--- src/rtl/multi_digit_counter_if.sv ---
// ============================================================================
// Module      : multi_digit_counter_if
// Description : Control/status bundle for the cascaded multi-digit counter.
// Revision    : 1.0 - initial release
// ============================================================================
`default_nettype none

interface multi_digit_counter_if #(
  parameter int DIGITS = 4,
  parameter int WIDTH  = 4
);
  logic                      load;
  logic [DIGITS*WIDTH-1:0]   start_count;
  logic                      start;
  logic                      stop;
  logic                      tick;
  logic                      up;
  logic [DIGITS*WIDTH-1:0]   count;
  logic                      term_count;
  logic                      running;
  logic                      done;
  logic                      done_pulse;

  modport master (
    output load, start_count, start, stop, tick, up,
    input  count, term_count, running, done, done_pulse
  );

  modport slave (
    input  load, start_count, start, stop, tick, up,
    output count, term_count, running, done, done_pulse
  );
endinterface

`default_nettype wire

--- src/rtl/multi_digit_counter.sv ---
// ============================================================================
// Module      : multi_digit_counter
// Description : Cascaded per-digit up/down counter with run/pause/done control.
//               Optional build macro: MULTI_DIGIT_COUNTER_AUTO_RELOAD_EN.
// Revision    : 1.0 - initial release
// ============================================================================
`default_nettype none

module multi_digit_counter #(
  parameter int                         DIGITS  = 4,
  parameter int                         WIDTH   = 4,
  parameter logic [DIGITS*WIDTH-1:0]    MAX_VEC = 16'h5959
) (
  input  wire logic                clk,
  input  wire logic                reset_n,
  multi_digit_counter_if.slave     bus
);

  localparam int                c_VW   = DIGITS * WIDTH;
  localparam logic [WIDTH-1:0]  c_ONE  = WIDTH'(1);

  localparam logic [1:0] c_IDLE  = 2'd0;
  localparam logic [1:0] c_RUN   = 2'd1;
  localparam logic [1:0] c_PAUSE = 2'd2;
  localparam logic [1:0] c_DONE  = 2'd3;

  logic [1:0]       r_state;
  logic [c_VW-1:0]  r_count;
  logic             r_done_pulse;
`ifdef MULTI_DIGIT_COUNTER_AUTO_RELOAD_EN
  logic [c_VW-1:0]  r_reload;
`endif

  logic [c_VW-1:0]  w_clamped;
  logic [c_VW-1:0]  w_stepped;
  logic             w_carry;
  logic             w_term_now;
  logic             w_term_next;
  logic             w_start_ok;

  generate
    for (genvar g = 0; g < DIGITS; g++) begin : g_clamp
      localparam logic [WIDTH-1:0] c_DMAX = MAX_VEC[g*WIDTH +: WIDTH];
      assign w_clamped[g*WIDTH +: WIDTH] =
        (bus.start_count[g*WIDTH +: WIDTH] > c_DMAX) ? c_DMAX
                                                     : bus.start_count[g*WIDTH +: WIDTH];
    end
  endgenerate

  // Carry/borrow ripples through every digit within one cycle.
  always_comb begin
    w_stepped = r_count;
    w_carry   = 1'b1;
    for (int i = 0; i < DIGITS; i++) begin
      if (w_carry) begin
        if (bus.up) begin
          if (r_count[i*WIDTH +: WIDTH] == MAX_VEC[i*WIDTH +: WIDTH]) begin
            w_stepped[i*WIDTH +: WIDTH] = '0;
          end else begin
            w_stepped[i*WIDTH +: WIDTH] = r_count[i*WIDTH +: WIDTH] + c_ONE;
            w_carry = 1'b0;
          end
        end else begin
          if (r_count[i*WIDTH +: WIDTH] == '0) begin
            w_stepped[i*WIDTH +: WIDTH] = MAX_VEC[i*WIDTH +: WIDTH];
          end else begin
            w_stepped[i*WIDTH +: WIDTH] = r_count[i*WIDTH +: WIDTH] - c_ONE;
            w_carry = 1'b0;
          end
        end
      end
    end
  end

  assign w_term_now  = bus.up ? (r_count == MAX_VEC)   : (r_count == '0);
  assign w_term_next = bus.up ? (w_stepped == MAX_VEC) : (w_stepped == '0);
  assign w_start_ok  = (r_state == c_IDLE) || (r_state == c_PAUSE);

  // Commands are mutually exclusive by priority: load, stop, start, tick.
  always_ff @(posedge clk or negedge reset_n) begin
    if (!reset_n) begin
      r_state      <= c_IDLE;
      r_count      <= '0;
      r_done_pulse <= 1'b0;
`ifdef MULTI_DIGIT_COUNTER_AUTO_RELOAD_EN
      r_reload     <= '0;
`endif
    end else begin
      r_done_pulse <= 1'b0;
      if (bus.load) begin
        r_count <= w_clamped;
        r_state <= c_IDLE;
`ifdef MULTI_DIGIT_COUNTER_AUTO_RELOAD_EN
        r_reload <= w_clamped;
`endif
      end else if (bus.stop) begin
        if (r_state == c_RUN) begin
          r_state <= c_PAUSE;
        end
      end else if (bus.start && w_start_ok) begin
        if (w_term_now) begin
          r_state      <= c_DONE;
          r_done_pulse <= 1'b1;
        end else begin
          r_state <= c_RUN;
        end
      end else if (bus.tick && (r_state == c_RUN)) begin
        if (w_term_next) begin
          r_done_pulse <= 1'b1;
`ifdef MULTI_DIGIT_COUNTER_AUTO_RELOAD_EN
          r_count <= r_reload;
`else
          r_count <= w_stepped;
          r_state <= c_DONE;
`endif
        end else begin
          r_count <= w_stepped;
        end
      end
    end
  end

  assign bus.count      = r_count;
  assign bus.term_count = w_term_now;
  assign bus.running    = (r_state == c_RUN);
  assign bus.done       = (r_state == c_DONE);
  assign bus.done_pulse = r_done_pulse;

endmodule

`default_nettype wire

--- src/flat_wrapper.sv ---
// flat-port wrapper written by rule: the top's interface ports become plain ports
module multi_digit_counter_flat 
#(
  parameter int                         DIGITS  = 4,
  parameter int                         WIDTH   = 4,
  parameter logic [DIGITS*WIDTH-1:0]    MAX_VEC = 16'h5959
)
  (clk, reset_n, bus_load, bus_start_count, bus_start, bus_stop, bus_tick, bus_up, bus_count, bus_term_count, bus_running, bus_done, bus_done_pulse);
  multi_digit_counter_if #(.DIGITS(DIGITS), .WIDTH(WIDTH)) bus_i ();
  input  wire logic clk;
  input  wire logic reset_n;
  input wire logic [$bits(bus_i.load)-1:0] bus_load;
  input wire logic [$bits(bus_i.start_count)-1:0] bus_start_count;
  input wire logic [$bits(bus_i.start)-1:0] bus_start;
  input wire logic [$bits(bus_i.stop)-1:0] bus_stop;
  input wire logic [$bits(bus_i.tick)-1:0] bus_tick;
  input wire logic [$bits(bus_i.up)-1:0] bus_up;
  output wire logic [$bits(bus_i.count)-1:0] bus_count;
  output wire logic [$bits(bus_i.term_count)-1:0] bus_term_count;
  output wire logic [$bits(bus_i.running)-1:0] bus_running;
  output wire logic [$bits(bus_i.done)-1:0] bus_done;
  output wire logic [$bits(bus_i.done_pulse)-1:0] bus_done_pulse;
  assign bus_i.load = bus_load;
  assign bus_i.start_count = bus_start_count;
  assign bus_i.start = bus_start;
  assign bus_i.stop = bus_stop;
  assign bus_i.tick = bus_tick;
  assign bus_i.up = bus_up;
  assign bus_count = bus_i.count;
  assign bus_term_count = bus_i.term_count;
  assign bus_running = bus_i.running;
  assign bus_done = bus_i.done;
  assign bus_done_pulse = bus_i.done_pulse;
  multi_digit_counter #(.DIGITS(DIGITS), .WIDTH(WIDTH), .MAX_VEC(MAX_VEC)) u_core (.clk(clk), .reset_n(reset_n), .bus(bus_i));
endmodule
--- config.mk ---
export PLATFORM = sky130hd
export DESIGN_NAME = multi_digit_counter_flat
export DESIGN_NICKNAME = d
export VERILOG_FILES = /design/src/rtl/multi_digit_counter_if.sv /design/src/rtl/multi_digit_counter.sv /design/src/flat_wrapper.sv
export SDC_FILE = /design/constraint.sdc
export NUM_CORES = 1
export LEC_CHECK = 0
export ABC_CLOCK_PERIOD_IN_PS = 5200
export CAP_MARGIN = 20
export CORE_MARGIN = 2
export CORE_UTILIZATION = 45
export CTS_CLUSTER_DIAMETER = 80
export DETAILED_ROUTE_END_ITERATION = 12
export GPL_TIMING_DRIVEN = 1
export PLACE_DENSITY = 0.72
export SETUP_SLACK_MARGIN = 0.02
export SLEW_MARGIN = 20
export SYNTH_ARGS = -nofsm -noshare
export SYNTH_HDL_FRONTEND = slang
export SYNTH_SLANG_ARGS = --single-unit
--- constraint.sdc ---
create_clock -name clk -period 5.2 [get_ports clk]
set_input_delay 1.04 -clock clk [delete_from_list [all_inputs] [get_ports clk]]
set_output_delay 1.04 -clock clk [all_outputs]
set_load 0.005 [all_outputs]
==> results of run 1 <==
==> cells by family after synthesis <==
group	Yosys count	share of synthesized area, %
buf+inv	33	6.434
xor+xnor	8	3.498
simple gates	119	31.23
flops	19	23.74
compound gates	95	34.10
mux	2	0.9994
==> worst max-delay path: stages <==
cell and delay (ns):
clkdlybuf4s50_1 0.47, buf_4 0.21, nand2_1 0.09, nor3_1 0.25, and2_0 0.16, o21ai_0 0.15, inv_1 0.09, clkdlybuf4s50_1 0.50
==> power breakdown <==
part	switching, W	total [W]	internal, W
Sequential	0.0000339	0.000191	0.000157
Clock	0.0000545	0.000108	0.0000534
Combinational	0.0000752	0.000152	0.0000763
==> through the flow <==
stage	util (%)	setup slack [ns]	hold slack [ns]	total power [W]
5_1_grt	56.83	1.071	0.6556	0.0004832
4_1_cts	56.94	1.199	0.6146	0.0004539
3_3_place_gp	55.87	1.222	0.5845	0.0003434
6_report	56.83	1.189	0.6118	0.0004508
3_5_place_dp	55.87	1.205	0.5926	0.0003437
2_1_floorplan	-	2.116	0.5323	0.0002805
==> per-layer routing <==
layer	vias up	GRT usage, %	routed length, um
li1	1087	-	-
met1	1058	32.42	2502
met2	82	33.96	2583
met3	12	2.991	340
met4	0	8.386	125
met5	-	0	0
==> worst paths after layout <==
check / startpoint / end / slack, ns / cells after the start
max: bus_up / bus_term_count / 1.19 / 8
min: u_core.r_state[1] / u_core.r_state[1] / 0.61 / 2
max reg2reg: u_core.bus.count[0] / u_core.bus.done_pulse / 2.40 / 8
min reg2reg: u_core.r_state[1] / u_core.r_state[1] / 0.61 / 2
max in group asynchronous: reset_n / u_core.bus.count[2] / 3.34 / 1
min in group asynchronous: reset_n / u_core.r_state[0] / 1.29 / 1
==> sequential cells by signal (all words and copies together), names as in the netlist <==
signal / flops
u_core.bus.count: 16
u_core.bus.done_pulse: 1
u_core.r_state: 2
==> final cells by class <==
cell class | count | area, um^2 | area share (%)
well taps | 52 | 65.06 | 2.648
clock buffers | 3 | 41.29 | 1.680
inverters | 7 | 26.28 | 1.069
repair buffers | 46 | 445.4 | 18.13
multi-input cells | 224 | 1399 | 56.92
flip-flops and latches | 19 | 475.5 | 19.35
clock inverters | 1 | 5.005 | 0.2037
==> layout by cell type, fill, tap and decap left out, drive strengths merged, types with 4 or more instances in the layout <==
cell            n
xnor2           7
clkdlybuf4s50  41
nor3            5
nand2b          8
nor2           31
inv             7
nand2          21
nand3          10
dfrtp          19
buf             5
a31oi           4
nor4            7
nor2b           6
a21oi          19
a211oi          7
nand4           6
or3             4
o21ai          24
and2            6
==> results.py, run 1 <==
metrics = {
    "place": {
        "io_buffers": 42,
        "dpl_cell_area_um2": 2416,
        "dp_cells": 348,
        "globalplace.congestion": 0.9064,
        "hpwlAfterDp_um": 3948,
    },
    "synthesis": {
        "synth-async-reset-ratio_pct": 100.0,
        "synthCells": 276,
        "syn_area_um2": 2003,
        "synth.top_cells.by_area": "dfrtp_1 24%, nor2_1 5.8%, o21ai_0 5.7%, a21oi_1 4.5%, nand2_1 3.9%",
        "yosys.area.top_type": "dfrtp_1",
        "synth_nets": 299,
        "synth_top_area_share_pct": 23.74,
        "synth_seq_cells": 19,
        "netlist_top_cells_count": "31 x nor2_1, 23 x o21ai_0, 21 x nand2_1, 20 x clkbuf_1, 19 x dfrtp_1",
        "yosysUniqueCellTypes": 61,
        "seq_area_frac_synth_pct": 23.74,
        "yosysMostFrequentCell": "nor2_1",
        "synth_edf_count": 0,
        "yosysWarnings": 0,
        "syn_area_per_cell_um2": 7.258,
        "synth_flop_cell": "dfrtp_1",
    },
    "die": {
        "core_um2": 4324,
        "start_util_pct": 46.33,
        "dieHeight_um": 70.72,
        "pin_count": 43,
        "dieArea_um2": 5001,
        "die_w_um": 70.72,
        "placementRows": 24,
    },
    "grt": {
        "globalRouteOverflowTotal": 0,
        "grt_use_total_pct": 22.38,
        "grt_pass1_wl_um": 9287,
        "antenna_found_initial": 0,
        "grt_max_degree": 35,
        "grt_pass1_vias": 1887,
    },
    "setup_path": {
        "required_ns": 4.16,
        "critPathLaunchType": "input port",
        "cp-end-kind": "output pin",
        "worst-setup-path-type": "input port to output pin",
        "critical_path_arrival_ns": 2.97,
        "critPathMaxFanout": 19,
    },
    "timing": {
        "max_clock_freq_ghz": 0.2493,
        "period_minus_slack_ns": 4.011,
        "layout_worst_path_cycle_share_pct": 77.13,
        "setup-tns-final_ns": 0,
        "rsz0062_at_grt": "false",
        "slew_violations": 0,
        "setup_viol_count_final": 0,
        "hold_violations": 0,
        "worst_slew_pin_slew_ns": 0.9224,
        "skew_ns": 0.002067,
        "relSlewSlack_pct": 38.32,
    },
    "cts": {
        "clk_pin_slew_ns": 0.08,
        "cts_hold_buf": 0,
        "worst_skew_pair.late_latency_ns": 0.26,
        "post-cts-setup-buffer-count": 0,
        "numCtsBuffers": 3,
        "cts.sinks": 19,
        "htreeDepth": 1,
        "post_cts_resize_count": 0,
        "ctsLongestPathBuffers": 2,
        "cts_root_buf": "clkbuf_8",
        "tritoncts": "built",
    },
    "routing": {
        "drc": 0,
        "first_pass_iters": 6,
        "wl_per_cell_um": 15.77,
        "drt_first_iter_violations": 235,
        "antenna_left": 0,
        "viasPerCell": 6.361,
        "drt-total-wl_um": 5551,
        "dr_total_vias": 2239,
    },
    "final_layout": {
        "area_growth_pct": 22.67,
        "nNetsFinal": 324,
        "instances_no_fill": 352,
        "drive_gt1_share_pct": 6.000,
        "fin_area_um2": 2457,
        "diodes": 0,
        "nFillCells": 399,
    },
    "hold_path": {
        "hold_class": "flop to flop",
    },
    "power_and_ir_drop": {
        "power-per-cell-area_nw_per_um2": 183.4,
        "leakage_nw": 0.8697,
        "vdd_ir_drop_max_mv": 0.1026,
    },
    "run_status": {
        "status": "finished, final reports clean",
    },
    "flow_run": {
        "timing.max_cap.violations": 0,
    },
}
No activity file was read; power rests on OpenSTA's default activity.
==> inputs of run 2 (changes only) <==
ABC_CLOCK_PERIOD_IN_PS = 3700   (was 5200)
clock period = 3.7 ns   (was 5.2 ns; I/O delays follow)
==> run 2 against run 1 <==
Effect of this change: critical path type unchanged; non-clock buffer count up 5; hold slack worse by 0.0040 ns; largest cell class unchanged; sequential cell count is the same; global-route usage rose by 0.36 points; via count down 0.98%; register-to-register slack worse by 1.4 ns; combinational power is 44% higher.
==> results.py, run 2 (same netlist as run 1, synthesis figures left out) <==
metrics = {
    "die": {
        "pin_count": 43,
        "dieHeight_um": 70.72,
        "placementRows": 24,
        "core_um2": 4324,
        "start_util_pct": 46.33,
        "die_w_um": 70.72,
        "dieArea_um2": 5001,
    },
    "flow_run": {
        "timing.max_cap.violations": 0,
    },
    "run_status": {
        "status": "finished, final reports clean",
    },
    "power_and_ir_drop": {
        "netSwitchingFraction_pct": 36.04,
        "p_comb_share_pct": 34.1,
        "vdd_ir_drop_max_mv": 0.1507,
        "p_total_w": 0.0006427,
        "p_int_w": 0.0004111,
        "clkPwrFrac_pct": 23.9,
        "power.switching_w": 0.0002316,
        "power-per-cell-area_nw_per_um2": 255.9,
        "leakage_nw": 0.8976,
        "seqPwrFrac_pct": 42.0,
    },
    "grt": {
        "globalRouteOverflowTotal": 0,
        "antenna_found_initial": 0,
        "grt_pass1_vias": 2018,
        "grt_pass1_wl_um": 9418,
        "grt_max_degree": 30,
        "grt_use_total_pct": 22.75,
    },
    "setup_path": {
        "critPathMaxFanout": 29,
        "r2r_slack_ns": 0.96,
        "critical_path_arrival_ns": 2.74,
        "worst-setup-path-type": "input port to output pin",
        "reg2reg_depth": 8,
        "endpoint": "bus_term_count",
        "required_ns": 2.96,
        "r2r-end": "u_core.bus.done_pulse",
        "critPathLaunchType": "input port",
        "regToRegStartpoint": "u_core.bus.count[0]",
        "cp-end-kind": "output pin",
        "crit_start": "bus_up",
    },
    "cts": {
        "htreeDepth": 1,
        "post_cts_resize_count": 0,
        "tritoncts": "built",
        "cts.sinks": 19,
        "ctsLongestPathBuffers": 2,
        "worst_skew_pair.late_latency_ns": 0.26,
        "clk_pin_slew_ns": 0.08,
        "cts_hold_buf": 0,
        "cts_root_buf": "clkbuf_8",
        "numCtsBuffers": 3,
        "post-cts-setup-buffer-count": 0,
    },
    "timing": {
        "layout_worst_path_cycle_share_pct": 93.96,
        "setup_slack_ns": 0.2234,
        "slew_violations": 0,
        "relSlewSlack_pct": 38.92,
        "skew_ns": 0.001017,
        "max_clock_freq_ghz": 0.2876,
        "rsz0062_at_grt": "false",
        "setup-tns-final_ns": 0,
        "worst_slew_pin_slew_ns": 0.9134,
        "period_minus_slack_ns": 3.477,
        "setup_viol_count_final": 0,
        "hold_violations": 0,
    },
    "final_layout": {
        "diodes": 0,
        "largest_reg_flops": 16,
        "layout_commonest_cell": "clkdlybuf4s50_1",
        "drive_gt1_share_pct": 6.885,
        "area_growth_pct": 25.36,
        "instances_no_fill": 357,
        "final_cell_mix": "42 x clkdlybuf4s50_1, 31 x nor2_1, 23 x o21ai_0",
        "nNetsFinal": 329,
    },
    "place": {
        "dp_slack_ns": 0.1925,
        "hpwlAfterDp_um": 4086,
        "globalplace.congestion": 0.8984,
        "dp_cells": 353,
        "io_buffers": 42,
    },
    "hold_path": {
        "hold_class": "flop to flop",
    },
    "routing": {
        "drt-total-wl_um": 5670,
        "first_pass_iters": 5,
        "viasPerCell": 6.210,
        "antenna_left": 0,
        "drc": 0,
        "dr_total_vias": 2217,
        "wl_per_cell_um": 15.88,
        "drt_first_iter_violations": 152,
    },
}
==> run 2: cell count changes in the layout (fill, tap and decap cells not counted) <==
cell | previous run | this run
buf_4 | 4 | 8
buf_12 | 0 | 1
buf_2 | 1 | 0
clkbuf_1 | 0 | 1
clkdlybuf4s50_1 | 41 | 42
clkinv_2 | 1 | 0
==> run 2: area by class of cell <==
| type | count | area [um^2] |
|---|---|---|
| tap | 52 | 65.06 |
| fill | 426 | 1813 |
| inverter | 7 | 26.28 |
| clock buffer | 4 | 45.04 |
| sequential | 19 | 475.5 |
| timing repair buffer | 51 | 500.5 |
| multi-input combinational | 224 | 1399 |
==> run 2: worst min-delay path by stage <==
stage / start / end / slack [ns] / depth (start not counted)
floorplan: reset_n / u_core.bus.count[0] / 0.44 / 0
detailed placement: u_core.r_state[1] / u_core.r_state[1] / 0.59 / 2
finish: u_core.r_state[1] / u_core.r_state[1] / 0.61 / 2
global route: u_core.r_state[1] / u_core.r_state[1] / 0.68 / 2
CTS: u_core.r_state[1] / u_core.r_state[1] / 0.62 / 2
global placement: u_core.r_state[1] / u_core.r_state[1] / 0.60 / 2
==> run 2: per-layer routing <==
metal  vias up  GRT usage [%]  wire (um)
met2        84          36.66       2651
met3         6          3.846        374
met1      1022          31.56       2595
li1       1105              -          -
met5         -              0          0
met4         0          6.289         48
==> run 2: critical path, stage by stage <==
cell	delay, ns
clkdlybuf4s50_1	0.50
buf_12	0.18
nand2_1	0.08
nor3_1	0.33
and2_0	0.17
o21ai_0	0.14
inv_1	0.09
clkdlybuf4s50_1	0.49
==> run 2: stage by stage <==
| step | hold WS, ns | area (um^2) | util [%] |
|---|---|---|---|
| 4_1_cts | 0.6179 | 2511 | 58.07 |
| 6_report | 0.6078 | 2511 | 58.07 |
| 3_5_place_dp | 0.5937 | 2466 | 57.03 |
| 3_3_place_gp | 0.5973 | 2466 | 57.03 |
| 2_1_floorplan | 0.4444 | 2003 | - |
| 5_1_grt | 0.6756 | 2511 | 58.07 |
==> run 2: power groups by stage <==
stage	registers, W	clock network [W]	logic (W)
2_1_floorplan	0.000241	0	0.000153
3_3_place_gp	0.000273	0	0.000215
3_5_place_dp	0.000273	0	0.000217
4_1_cts	0.000269	0.000158	0.000219
5_1_grt	0.000275	0.000167	0.000241
6_report	0.000270	0.000153	0.000219
